`src/rtl/downstream_cancel_writer_if.sv`:
```
// Cancel-event handshake and downstream cancel RAM bus for downstream_cancel_writer.
// master: the writer block. slave: the parser/RAM side.
interface downstream_cancel_writer_if #(
  parameter int unsigned D_WIDTH = 16,
  parameter int unsigned A_WIDTH = 5
);
  logic               cancel_valid;
  logic               cancel_ready;
  logic [A_WIDTH-1:0] cancel_client;
  logic [D_WIDTH-1:0] cancel_qty;
  logic               flush_req;
  logic [A_WIDTH-1:0] address_read;
  logic [D_WIDTH-1:0] data_read;
  logic [A_WIDTH-1:0] downstream_address_write;
  logic [D_WIDTH-1:0] data_write;
  logic               downstream_write_enable;
  logic               memwr;

  modport master (
    input  cancel_valid, cancel_client, cancel_qty, flush_req, data_read, memwr,
    output cancel_ready, address_read, downstream_address_write, data_write,
           downstream_write_enable
  );

  modport slave (
    output cancel_valid, cancel_client, cancel_qty, flush_req, data_read, memwr,
    input  cancel_ready, address_read, downstream_address_write, data_write,
           downstream_write_enable
  );
endinterface

```
`src/rtl/downstream_cancel_writer.sv`:
```
// Read-modify-write front end for the per-client downstream cancel RAM.
// Adds a cancel quantity to a client's total with saturation, writes it back,
// waits for the RAM write acknowledge, and can sweep all entries to zero.
module downstream_cancel_writer #(
  parameter int unsigned D_WIDTH     = 16,
  parameter int unsigned A_WIDTH     = 5,
  parameter int unsigned A_MAX       = 32,
  parameter int unsigned ACK_TIMEOUT = 4
) (
  input  logic                          clk,
  input  logic                          rst_n,
  downstream_cancel_writer_if.master    bus,
  output logic                          done,
  output logic                          sat_pulse,
  output logic [7:0]                    sat_count,
  output logic                          ack_err
);

  localparam int unsigned T_W = $clog2(ACK_TIMEOUT + 1);

  typedef enum logic [2:0] {
    S_IDLE,
    S_READ,
    S_WRITE,
    S_ACK,
    S_FLUSH,
    S_FLUSH_ACK
  } state_t;

  state_t             state_q, state_d;
  logic [A_WIDTH-1:0] client_q;
  logic [D_WIDTH-1:0] qty_q;
  logic [D_WIDTH-1:0] result_q;
  logic [A_WIDTH-1:0] addr_rd_q;
  logic [A_WIDTH-1:0] idx_q;
  logic [T_W-1:0]     tcnt_q;
  logic               ready_en_q;
  logic               sat_pulse_q;
  logic [7:0]         sat_count_q;
  logic               ack_err_q;

  logic               accept;
  logic               ack_fail;
  logic               timeout;
  logic               ready;
  logic               we;
  logic [A_WIDTH-1:0] addr_w;
  logic [D_WIDTH-1:0] data_w;
  logic [D_WIDTH:0]   sum;

  assign timeout = (tcnt_q == T_W'(ACK_TIMEOUT - 1));
  assign sum     = {1'b0, bus.data_read} + {1'b0, qty_q};

  // State register
  always_ff @(posedge clk or negedge rst_n) begin
    if (!rst_n) state_q <= S_IDLE;
    else        state_q <= state_d;
  end

  // Next-state decode and write-port / handshake outputs
  always_comb begin
    state_d  = state_q;
    ready    = 1'b0;
    accept   = 1'b0;
    ack_fail = 1'b0;
    done     = 1'b0;
    we       = 1'b0;
    addr_w   = '0;
    data_w   = '0;
    case (state_q)
      S_IDLE: begin
        ready = ready_en_q & ~bus.flush_req;
        if (bus.flush_req) begin
          state_d = S_FLUSH;
        end else if (bus.cancel_valid && ready) begin
          accept  = 1'b1;
          state_d = S_READ;
        end
      end
      S_READ: state_d = S_WRITE;
      S_WRITE: begin
        we      = 1'b1;
        addr_w  = client_q;
        data_w  = result_q;
        state_d = S_ACK;
      end
      S_ACK: begin
        if (bus.memwr) begin
          done    = 1'b1;
          state_d = S_IDLE;
        end else if (timeout) begin
          ack_fail = 1'b1;
          state_d  = S_IDLE;
        end
      end
      S_FLUSH: begin
        we      = 1'b1;
        addr_w  = idx_q;
        state_d = S_FLUSH_ACK;
      end
      S_FLUSH_ACK: begin
        if (bus.memwr) begin
          if (idx_q == A_WIDTH'(A_MAX - 1)) begin
            done    = 1'b1;
            state_d = S_IDLE;
          end else begin
            state_d = S_FLUSH;
          end
        end else if (timeout) begin
          // A missing ack aborts the sweep; the error is left sticky.
          ack_fail = 1'b1;
          state_d  = S_IDLE;
        end
      end
      default: state_d = S_IDLE;
    endcase
  end

  // Event latch, saturating sum, flush index, ack timer and status
  always_ff @(posedge clk or negedge rst_n) begin
    if (!rst_n) begin
      client_q    <= '0;
      qty_q       <= '0;
      result_q    <= '0;
      addr_rd_q   <= '0;
      idx_q       <= '0;
      tcnt_q      <= '0;
      ready_en_q  <= 1'b0;
      sat_pulse_q <= 1'b0;
      sat_count_q <= '0;
      ack_err_q   <= 1'b0;
    end else begin
      ready_en_q <= 1'b1;
      if (accept) begin
        client_q  <= bus.cancel_client;
        qty_q     <= bus.cancel_qty;
        addr_rd_q <= bus.cancel_client;
      end
      sat_pulse_q <= 1'b0;
      if (state_q == S_READ) begin
        result_q    <= sum[D_WIDTH] ? '1 : sum[D_WIDTH-1:0];
        sat_pulse_q <= sum[D_WIDTH];
        if (sum[D_WIDTH]) sat_count_q <= sat_count_q + 8'd1;
      end
      if (state_q == S_IDLE && state_d == S_FLUSH)
        idx_q <= '0;
      else if (state_q == S_FLUSH_ACK && state_d == S_FLUSH)
        idx_q <= idx_q + 1'b1;
      if ((state_q == S_ACK || state_q == S_FLUSH_ACK) && state_d == state_q)
        tcnt_q <= tcnt_q + 1'b1;
      else
        tcnt_q <= '0;
      if (ack_fail) ack_err_q <= 1'b1;
    end
  end

  assign bus.cancel_ready             = ready;
  assign bus.address_read             = addr_rd_q;
  assign bus.downstream_write_enable  = we;
  assign bus.downstream_address_write = addr_w;
  assign bus.data_write               = data_w;
  assign sat_pulse                    = sat_pulse_q;
  assign sat_count                    = sat_count_q;
  assign ack_err                      = ack_err_q;

endmodule
```
`src/flat_wrapper.sv`:
```
// flat-port wrapper written by rule: the top's interface ports become plain ports
module downstream_cancel_writer_flat 
#(
  parameter int unsigned D_WIDTH     = 16,
  parameter int unsigned A_WIDTH     = 5,
  parameter int unsigned A_MAX       = 32,
  parameter int unsigned ACK_TIMEOUT = 4
)
  (clk, rst_n, done, sat_pulse, sat_count, ack_err, bus_cancel_valid, bus_cancel_client, bus_cancel_qty, bus_flush_req, bus_data_read, bus_memwr, bus_cancel_ready, bus_address_read, bus_downstream_address_write, bus_data_write, bus_downstream_write_enable);
  downstream_cancel_writer_if #(.D_WIDTH(D_WIDTH), .A_WIDTH(A_WIDTH)) bus_i ();
  input  logic clk;
  input  logic rst_n;
  output logic done;
  output logic sat_pulse;
  output logic [7:0] sat_count;
  output logic ack_err;
  input wire logic [$bits(bus_i.cancel_valid)-1:0] bus_cancel_valid;
  input wire logic [$bits(bus_i.cancel_client)-1:0] bus_cancel_client;
  input wire logic [$bits(bus_i.cancel_qty)-1:0] bus_cancel_qty;
  input wire logic [$bits(bus_i.flush_req)-1:0] bus_flush_req;
  input wire logic [$bits(bus_i.data_read)-1:0] bus_data_read;
  input wire logic [$bits(bus_i.memwr)-1:0] bus_memwr;
  output wire logic [$bits(bus_i.cancel_ready)-1:0] bus_cancel_ready;
  output wire logic [$bits(bus_i.address_read)-1:0] bus_address_read;
  output wire logic [$bits(bus_i.downstream_address_write)-1:0] bus_downstream_address_write;
  output wire logic [$bits(bus_i.data_write)-1:0] bus_data_write;
  output wire logic [$bits(bus_i.downstream_write_enable)-1:0] bus_downstream_write_enable;
  assign bus_i.cancel_valid = bus_cancel_valid;
  assign bus_i.cancel_client = bus_cancel_client;
  assign bus_i.cancel_qty = bus_cancel_qty;
  assign bus_i.flush_req = bus_flush_req;
  assign bus_i.data_read = bus_data_read;
  assign bus_i.memwr = bus_memwr;
  assign bus_cancel_ready = bus_i.cancel_ready;
  assign bus_address_read = bus_i.address_read;
  assign bus_downstream_address_write = bus_i.downstream_address_write;
  assign bus_data_write = bus_i.data_write;
  assign bus_downstream_write_enable = bus_i.downstream_write_enable;
  downstream_cancel_writer #(.D_WIDTH(D_WIDTH), .A_WIDTH(A_WIDTH), .A_MAX(A_MAX), .ACK_TIMEOUT(ACK_TIMEOUT)) u_core (.clk(clk), .rst_n(rst_n), .bus(bus_i), .done(done), .sat_pulse(sat_pulse), .sat_count(sat_count), .ack_err(ack_err));
endmodule
```
`config.mk`:
```
export PLATFORM = sky130hd
export DESIGN_NAME = downstream_cancel_writer_flat
export DESIGN_NICKNAME = d
export VERILOG_FILES = /design/src/rtl/downstream_cancel_writer_if.sv /design/src/rtl/downstream_cancel_writer.sv /design/src/flat_wrapper.sv
export SDC_FILE = /design/constraint.sdc
export NUM_CORES = 1
export LEC_CHECK = 0
export ABC_AREA = 1
export ABC_CLOCK_PERIOD_IN_PS = 2400
export BUFFER_PORTS_ARGS = -buffer_cell sky130_fd_sc_hd__buf_2
export CELL_PAD_IN_SITES_DETAIL_PLACEMENT = 1
export CELL_PAD_IN_SITES_GLOBAL_PLACEMENT = 2
export CORE_ASPECT_RATIO = 0.6
export CORE_UTILIZATION = 30
export CTS_CLUSTER_SIZE = 40
export DETAILED_ROUTE_END_ITERATION = 8
export PLACE_DENSITY = 0.77
export SLEW_MARGIN = 20
export SYNTH_ARGS = -nofsm -noshare
export SYNTH_HDL_FRONTEND = slang
export SYNTH_SLANG_ARGS = --single-unit
```
`constraint.sdc`:
```
create_clock -name clk -period 2.4 [get_ports clk]
set_clock_uncertainty 0.15 [all_clocks]
set_input_delay 0.6 -clock clk [delete_from_list [all_inputs] [get_ports clk]]
set_output_delay 0.6 -clock clk [all_outputs]
set_load 0.005 [all_outputs]
```
# After elaboration in Yosys (flattened, before gate mapping)
# Index checks and enable logic that the tools add are counted.
# word_totals
out_inout_bits	39
elab_cells	61
inputBits	42
reg_bits	59
# classes
mux	26
n_eq_ne	9
n_reduce_logical	10
bitwise	2
add_sub_neg	4
# ops
operator	n
16-bit two-way mux	2
3-bit two-way mux	7
3-bit one-hot mux with 6 select lines	1
16-bit by 16-bit adder with 17-bit output	1
1-bit two-way mux	12
5-bit two-way mux	2
5-bit one-hot mux with 2 select lines	1
3-bit by 2-bit equality test with 1-bit output, second input constant	3
3-bit equality test, second input constant	3
8-bit by 1-bit adder with 8-bit output, second input constant	1
5-bit by 1-bit adder with 5-bit output, second input constant	1
5-bit equality test, second input constant	1
1-bit logical AND	4
2-bit OR reduction	2
3-bit by 1-bit adder with 3-bit output, second input constant	1
3-bit by 1-bit equality test with 1-bit output, second input constant	1
3-bit equality test	1
3-bit logical NOT	1
1-bit one-hot mux with 2 select lines	1
2-bit AND reduction	1
2-bit nonzero test	1
1-bit bitwise AND	1
1-bit logical OR	1
1-bit NOT	1

# Depth between registers and ports, before layout
# Gate-level depths: netlist (run 1).
# depth
word_depth	10
mapped_depth	12
mapped_depth_nobuf	12

# Worst setup path after synthesis (run 1)
# No wires, ideal clock.
# synth_path
kind	input to register
start	input port bus_data_read[0]
end	register u_core.result_q[15]
arrival_time_ns	2.016
stages	12
required_ns	2.137
setup_ns	0.113
path_slack_ns	0.121
path_cell_list	ha_1 fa_1 nand2_1 nand2_1 nand3_1 nand2_2 nand2_2 nand2_4 nor2_2 nand3_1 nand2_1 inv_1
# synth_via
elab_chain_cells	2
# synth_lines
element	line	text
start, declared	flat_wrapper.sv:21	input wire logic [$bits(bus_i.data_read)-1:0] bus_data_read;
16-bit by 16-bit adder with 17-bit output	downstream_cancel_writer.sv:52	assign sum = {1'b0, bus.data_read} + {1'b0, qty_q};
16-bit two-way mux	downstream_cancel_writer.sv:141	result_q <= sum[D_WIDTH] ? '1 : sum[D_WIDTH-1:0];
end signal, assigned	downstream_cancel_writer.sv:141	
end, declared	downstream_cancel_writer.sv:33	logic [D_WIDTH-1:0] result_q;
# No other way between the ends.
# A chain may end at the register's enable or synchronous reset.

# Worst setup path in the final report (run 1)
# layout_path
start	register u_core.idx_q[0]
end	output port done
# layout_via
elab_chain_cells	4
# layout_lines
element	line	text
start, declared	downstream_cancel_writer.sv:35	logic [A_WIDTH-1:0] idx_q;
start signal, assigned	downstream_cancel_writer.sv:148	idx_q <= idx_q + 1'b1;
5-bit equality test	downstream_cancel_writer.sv:103	if (idx_q == A_WIDTH'(A_MAX - 1)) begin
1-bit two-way mux	downstream_cancel_writer.sv:103	
1-bit two-way mux	downstream_cancel_writer.sv:102	if (bus.memwr) begin
1-bit one-hot mux with 2 select lines	downstream_cancel_writer.sv:70	case (state_q)
end, declared	flat_wrapper.sv:13	output logic done;
# No other way between the ends.

==> results of run 1 <==
layout make-up:
class,count,share of cell area
Clock inverter,3,0.003160
Clock buffer,13,0.05057
Inverter,91,0.07190
Sequential cell,59,0.3108
Tap cell,165,0.04346
Timing Repair Buffer,101,0.1227
Multi-Input combinational cell,371,0.3974
through the flow:
step | total power, µW | setup WS (ns) | instance area [µm²]
global placement | 4712 | -0.04176 | 4471
detailed placement | 4816 | -0.1250 | 4471
finish | 5968 | 0.1007 | 4751
floorplan | 3639 | 0.1208 | 3744
global route | 6519 | -0.01382 | 4751
CTS | 6026 | 0.03122 | 4743
what timing repair did:
| action | 4_1_cts | 5_1_grt |
|---|---|---|
| hold buffers | 0 | 0 |
| setup endpoints to repair | 1 | 4 |
| resized for setup | 1 | 3 |
| buffers inserted | 2 | 0 |
kinds of logic after synthesis:
logic type,share of synthesized area
compound gates,0.07086
xor+xnor,0.03008
fa+ha+maj,0.07553
buf+inv,0.1039
flops,0.3944
other cells,0.001002
simple gates,0.3242
registers in the layout (all words and copies together), names as in the netlist:
name,count
u_core.ack_err,1
u_core.state_q,3
u_core.client_q,5
u_core.result_q,16
u_core.sat_pulse,1
u_core.idx_q,5
u_core.qty_q,16
u_core.tcnt_q,3
u_core.sat_count,8
u_core.ready_en_q,1
metal layers:
metal / track usage / up-vias / share of wire
met5: 0 / - / 0
met4: 0.05682 / 0 / 0.0089
met3: 0.03814 / 11 / 0.039
met2: 0.2459 / 72 / 0.37
met1: 0.2763 / 1605 / 0.58
li1: - / 1832 / -
critical path, cell delays in order, from the launching register on:
cell and delay (ns):
dfrtp_1 0.36, ha_1 0.17, nand2_1 0.08, nor2_2 0.11, ha_2 0.19, nand2_1 0.05
o22ai_1 0.11, buf_2 0.14
final timing paths:
kind / end / slack [ns] / from
min: u_core.ack_err / 0.11 / rst_n
max in group asynchronous: u_core.sat_count[4] / 1.70 / rst_n
max reg2reg: u_core.sat_count[1] / 0.23 / u_core.qty_q[0]
min in group clk: u_core.tcnt_q[0] / 0.30 / u_core.tcnt_q[0]
min reg2reg: u_core.tcnt_q[0] / 0.30 / u_core.tcnt_q[0]
max: done / 0.10 / u_core.idx_q[0]
layout by cell type, fill, tap and decap left out, types with 2 or more instances in the layout:
cell type / instances
buf_4: 19
and2_1: 2
clkinv_2: 3
dfrtp_1: 59
clkbuf_16: 9
a21oi_1: 8
nand2_2: 4
xnor2_1: 5
nand3_1: 27
nor2_2: 5
clkbuf_1: 4
nand4_1: 2
ha_1: 20
nor2_1: 52
inv_2: 6
inv_1: 85
buf_2: 80
o21ai_0: 8
a22oi_1: 3
nand2_4: 3
o21ai_1: 10
xor2_1: 6
nand2_1: 188
o21a_1: 2
o21ai_2: 2
buf_12: 2
o22ai_1: 8
where the power goes:
group          total [µW]  internal, µW  switching [µW]
clock                1140           693             451
combinational        3160          1230            1930
sequential           1670          1380             285
total                5970          3300            2660
==> flow_summary.toml, run 1 <==
[placed_design]
dpl.hpwl_um = 8938
numPortBuffers = 80
dp_cells = 785
place.gp.congestion = 0.7734

[clock_tree]
root_buffer = "clkbuf_16"
clockBufferDepth = 2
tritoncts = "built"
htreeDepth = 3
cts_sinks = 59
cts_buffers = 9
clk_pin_slew_ns = 0.05
clk_latency_ns = 0.34

[layout]
final-seq-area_um2 = 1476
multi_input_area_um2 = 1888
final_cells = 803
nNetsFinal = 697
syn2layout_area_growth_pct = 26.91
fillCellCount = 1592
insertedDiodeCount = 0
drive_above_1_share = 0.2226
final_core_util = 0.3926

[worst_hold_path]
hold_class = "in -> async"

[synth]
ys_warn_count = 0
syn_nets = 593
synth_cells = 529
synth_most_common_cell = "nand2_1"
avgSynthCellArea_um2 = 7.077
async_flop_share = 1.000
yosys.area.top_type = "dfrtp_1"
synth_cell_type_count = 39
yosysSeqAreaShare = 0.3944
synth_enable_flop_cells = 0
ys.flop_type = "dfrtp_1"
yosys-top-cells-count = "nand2_1, inv_1, dfrtp_1, nor2_1, nand3_1"
syn_area_um2 = 3744
synth-seq-cells = 59
yosys-top-cells-area = "dfrtp_1, nand2_1, inv_1"
synth_top_area_share = 0.3944

[floorplan]
die_h_um = 88.53
die_area_um2 = 12940
start_util = 0.3093
die_x_um = 146.2
rows = 31
core_area_um2 = 12100
io_pins = 81

[detailed_routing]
postRouteAntennaNets = 0
drt-pass1-iter-count = 4
vias = 3520
drt_wl_total_um = 11080
drt_iter0_markers = 159
drc = 0
viasPerCell = 4.384
wl_per_cell_um = 13.80

[setup_path]
cp.arrival_ns = 1.55
cp_max_fo = 2
path_class = "reg -> out"
required_ns = 1.65
rr_worst_depth = 12
crit_path_start_kind = "flop"
end_kind = "output port"

[timing]
min_period_ns = 2.299
slew_violations = 0
fmax_ghz = 0.4349
holdWs_ns = 0.1090
setup_viol = 0
hold_viol_final = 0
rsz0062_at_grt = "true"
tns_ns = 0
finalCritPeriodShare = 0.9580

[global_route]
antenna_found_initial = 0
overflow = 0
grt_pass1_wl_um = 17730
grt_max_degree = 60
grt_usage = 0.1799
grt_pass1_vias = 3455

[flow_run]
max-cap-violations = 0

[power]
ir_worst_vdd_uv = 446.6
p_leak_uw = 0.002785
power_density_nw_per_um2 = 1256

[run_status]
status = "completed"
No activity file was read; power rests on OpenSTA's default activity.
==> run 2, diff against run 1 <==
- ABC_CLOCK_PERIOD_IN_PS: 2400 -> 2900
- CORE_UTILIZATION: 30 -> 32
- PLACE_DENSITY: 0.77 -> 0.82
- clock period: 2.4 -> 2.9 ns (I/O delays scaled with it)
==> run 2 against run 1 <==
Net effect: sequential power shrank 17%; non-clock buffer count shrank 18; flip-flop and latch count is the same; count of clock-buffer cells in the layout grew 1; first-iteration DRC count shrank 12%; die area shrank 6.1%; clock power is essentially flat; worst hold slack gained 0.067 ns; core utilization grew 1.6 points; worst setup slack gained 0.099 ns.
==> flow_summary.toml, run 2 (synthesis gave the netlist of run 1 again) <==
[run_status]
status = "completed"

[global_route]
overflow = 0
grt_max_degree = 27
grt_usage = 0.1954
antenna_found_initial = 0
grt_pass1_wl_um = 18000
grt_pass1_vias = 3415

[detailed_routing]
viasPerCell = 4.453
vias = 3469
drt-pass1-iter-count = 4
postRouteAntennaNets = 0
wl_per_cell_um = 14.25
drt_wl_total_um = 11100
drc = 0
drt_iter0_markers = 140

[floorplan]
io_pins = 81
die_h_um = 85.78
die_area_um2 = 12150
rows = 30
start_util = 0.3302
die_x_um = 141.6
core_area_um2 = 11340

[flow_run]
max-cap-violations = 0

[power]
ir_worst_vdd_uv = 384.8
power_density_nw_per_um2 = 1066
p_leak_uw = 0.002719

[timing]
finalCritPeriodShare = 0.9311
slew_headroom = 0.6644
rsz0062_at_grt = "false"
setup_viol = 0
tns_ns = 0
hold_viol_final = 0
min_period_ns = 2.700
tightest_slew_ns = 0.5027
holdWs_ns = 0.1756
fmax_ghz = 0.3703
slew_violations = 0

[setup_path]
r2r_end = "u_core.result_q[15]"
cp.arrival_ns = 1.83
r2r-start = "u_core.qty_q[0]"
end_kind = "output port"
cp_max_fo = 15
rr_worst_depth = 12
required_ns = 2.03
crit_path_start_kind = "flop"
path_class = "reg -> out"
r2r_slack_ns = 0.61

[layout]
fillCellCount = 1456
drive_above_1_share = 0.1987
final_cell_mix = "nand2_1, inv_1, buf_2"
insertedDiodeCount = 0
syn2layout_area_growth_pct = 23.76
nNetsFinal = 679
layout_commonest_cell = "nand2_1"

[clock_tree]
tritoncts = "built"
post-cts-setup-buffers = 0
cts_sinks = 59
cts_buffers = 9
cts_resized = 0
clk_pin_slew_ns = 0.05
root_buffer = "clkbuf_16"
clk_latency_ns = 0.33
cts-hold-fix-buffers = 0
htreeDepth = 3
clockBufferDepth = 2

[placed_design]
dpl.hpwl_um = 8810
place.gp.congestion = 0.7976
numPortBuffers = 80

[worst_hold_path]
hold_class = "in -> async"
run 2: changes by cell type in the layout (fill, tap and decap cells not counted):
| cell | change |
|---|---|
| buf_12 | -2 |
| buf_4 | -16 |
| bufinv_16 | +1 |
| clkbuf_1 | -3 |
| clkbuf_8 | +4 |
| clkinv_2 | -3 |
| ha_1 | +1 |
| ha_2 | -1 |
| inv_1 | +1 |
| inv_2 | -1 |
| nor2_1 | +1 |
| nor2_4 | -1 |
run 2: stage by stage:
step / total power (µW) / cells / instance area, µm² / utilization / setup WS (ns)
6_report: 4938 / 779 / 4633 / 0.4087 / 0.1998
5_1_grt: 5366 / 779 / 4633 / 0.4087 / 0.04635
4_1_cts: 4973 / 779 / 4633 / 0.4087 / 0.1753
3_5_place_dp: 3812 / 764 / 4319 / 0.3810 / 0.1792
3_3_place_gp: 3744 / 764 / 4319 / 0.3810 / 0.2443
2_1_floorplan: 3011 / 529 / 3744 / - / 0.4958
run 2: critical path: stages, from the launching register on:
cell and delay [ns]:
dfrtp_1 0.46, inv_1 0.18, nand3_1 0.31, buf_4 0.31, nor2_1 0.11, buf_2 0.13
run 2: where the power goes:
group	internal [µW]	switching, µW	total [µW]
clock	754	367	1120
sequential	1140	244	1390
combinational	872	1560	2430
total	2770	2170	4940
run 2: worst max-delay path by stage:
stage                      startpoint             endpoint  slack, ns  depth (start not counted)
finish              u_core.state_q[2]    bus_data_write[2]       0.20                          5
global route        u_core.state_q[2]    bus_data_write[5]       0.05                          5
global placement     bus_data_read[0]  u_core.sat_count[7]       0.24                         13
CTS                 u_core.state_q[2]   bus_data_write[13]       0.18                          5
detailed placement   bus_data_read[0]  u_core.result_q[15]       0.18                         13
floorplan            bus_data_read[0]  u_core.result_q[15]       0.50                         12
run 2: metal layers:
metal | global-route usage | up-vias | wire length, µm
li1 | - | 1789 | -
met1 | 0.3067 | 1603 | 6424
met2 | 0.2651 | 66 | 4153
met3 | 0.04020 | 11 | 405
met4 | 0.05083 | 0 | 116
met5 | 0 | - | 0
run 2: layout make-up:
class                      instances  area, µm²  share of cell area
clock buffer                      14      284.0             0.06130
sequential                        59       1476              0.3187
inverter                          91      341.6             0.07372
tap                              160      200.2             0.04321
multi-input combinational        371       1878              0.4053
clock inverter                     1      30.03            0.006481
timing repair buffer              83      422.9             0.09128
==> run 3, diff against run 2 <==
- ABC_CLOCK_PERIOD_IN_PS: 2900 -> 3500
- clock period: 2.9 -> 3.5 ns (I/O delays scaled with it)
==> run 3 against run 2 <==
Net effect: combinational power shrank 17%; final cell count stayed put; sequential share of layout area grew 0.18 points; via count up 0.23%; sequential power is 18% lower; count of clock-buffer cells in the layout decreased by 3; worst setup slack improved by 0.51 ns; critical path depth did not move; first-iteration DRC count fell by 31%.
==> flow_summary.toml, run 3 (synthesis gave the netlist of run 1 again) <==
[global_route]
antenna_found_initial = 0
grt_pass1_wl_um = 17650
overflow = 0
grt_pass1_vias = 3434
grt_max_degree = 60
grt_usage = 0.1901

[layout]
syn2layout_area_growth_pct = 23.06
final_cell_mix = "nand2_1, inv_1, buf_2"
insertedDiodeCount = 0
layout_commonest_cell = "nand2_1"
multi_input_area_um2 = 1878
final_core_util = 0.4064
drive_above_1_share = 0.1987
final-seq-area_um2 = 1476
final_cells = 779
fillCellCount = 1485
nNetsFinal = 678

[setup_path]
required_ns = 2.47
cp_max_fo = 17
end_kind = "output port"
path_class = "reg -> out"
rr_worst_depth = 12
crit_path_start_kind = "flop"
cp.arrival_ns = 1.77

[placed_design]
dpl.hpwl_um = 8541
dp_cells = 763
place.gp.congestion = 0.7685
post-place-ws_ns = 0.6018
numPortBuffers = 80

[timing]
tns_ns = 0
slew_violations = 0
tightest_slew_ns = 0.7656
hold_viol_final = 0
setup_viol = 0
fmax_ghz = 0.3582
min_period_ns = 2.792
rsz0062_at_grt = "false"
finalCritPeriodShare = 0.7976
setup_slack_ns = 0.7085
slew_headroom = 0.4896

[clock_tree]
post-cts-setup-buffers = 0
tritoncts = "built"
root_buffer = "clkbuf_16"
cts-hold-fix-buffers = 0
cts_resized = 0
htreeDepth = 3
cts_sinks = 59
cts_buffers = 9
clk_latency_ns = 0.33
clockBufferDepth = 2
clk_pin_slew_ns = 0.06

[detailed_routing]
drt_wl_total_um = 10810
routed.top_layer = "met4"
drt_iter0_markers = 97
vias = 3477
viasPerCell = 4.463
routed-wl-met3_um = 471
wl_per_cell_um = 13.88
postRouteAntennaNets = 0
drt-met1-wl_um = 6093
drc = 0
drt-pass1-iter-count = 4
wl_met2_um = 4116

[floorplan]
die_h_um = 85.78
rows = 30
io_pins = 81
die_area_um2 = 12150
die_x_um = 141.6
start_util = 0.3302
core_area_um2 = 11340

[power]
p_leak_uw = 0.002704
ir_worst_vdd_uv = 279.8
power_density_nw_per_um2 = 876.0

[run_status]
status = "completed"

[worst_hold_path]
hold_class = "reg -> reg"
holdPathStages = 1

[flow_run]
max-cap-violations = 0
[run 3: cell count changes in the layout (fill, tap and decap cells not counted), sizes merged]
cell / delta
clkinv: +3
buf: -1
clkbuf: -3
clkinvlp: +1
[run 3: layer usage]
| layer | track usage | up-vias |
|---|---|---|
| met2 | 0.2588 | 68 |
| met1 | 0.2971 | 1600 |
| met5 | 0 | - |
| met4 | 0.05181 | 0 |
| li1 | - | 1796 |
| met3 | 0.03853 | 13 |
[run 3: worst paths after layout]
check                           slack (ns)               from                         endpoint
worst min-delay path                  0.29   u_core.tcnt_q[0]                 u_core.tcnt_q[0]
min in group asynchronous             0.55              rst_n               u_core.client_q[4]
max in group asynchronous             2.13              rst_n                 u_core.qty_q[11]
worst max register to register        1.23    u_core.qty_q[0]              u_core.result_q[15]
worst max-delay path                  0.71  u_core.state_q[2]  bus_downstream_address_write[4]
worst min register to register        0.29   u_core.tcnt_q[0]                 u_core.tcnt_q[0]
[run 3: final cells by class]
cell class,count,area share
clock buffer,11,0.05269
clock inverter,5,0.01141
inverter,91,0.07414
multi-input combinational,371,0.4077
sequential,59,0.3205
tap,160,0.04345
timing repair buffer,82,0.09017
[run 3: critical path, stage by stage (launching register included)]
cell     delay (ns)
dfrtp_1        0.46
inv_1          0.17
nand3_1        0.24
buf_4          0.28
o21ai_0        0.15
buf_2          0.14
[run 3: metrics by stage]
| stage | hold slack (ns) | area [µm²] | total power [µW] |
|---|---|---|---|
| 2_1_floorplan | 0.2596 | 3744 | 2495 |
| 3_3_place_gp | 0.2703 | 4312 | 3090 |
| 3_5_place_dp | 0.2823 | 4312 | 3158 |
| 4_1_cts | 0.2899 | 4607 | 4077 |
| 5_1_grt | 0.3019 | 4607 | 4394 |
| 6_report | 0.2910 | 4607 | 4036 |
[run 3: report_power, final]
part | switching, µW | internal [µW] | total [µW]
Sequential | 197 | 947 | 1140
Combinational | 1290 | 722 | 2010
Clock | 318 | 566 | 885
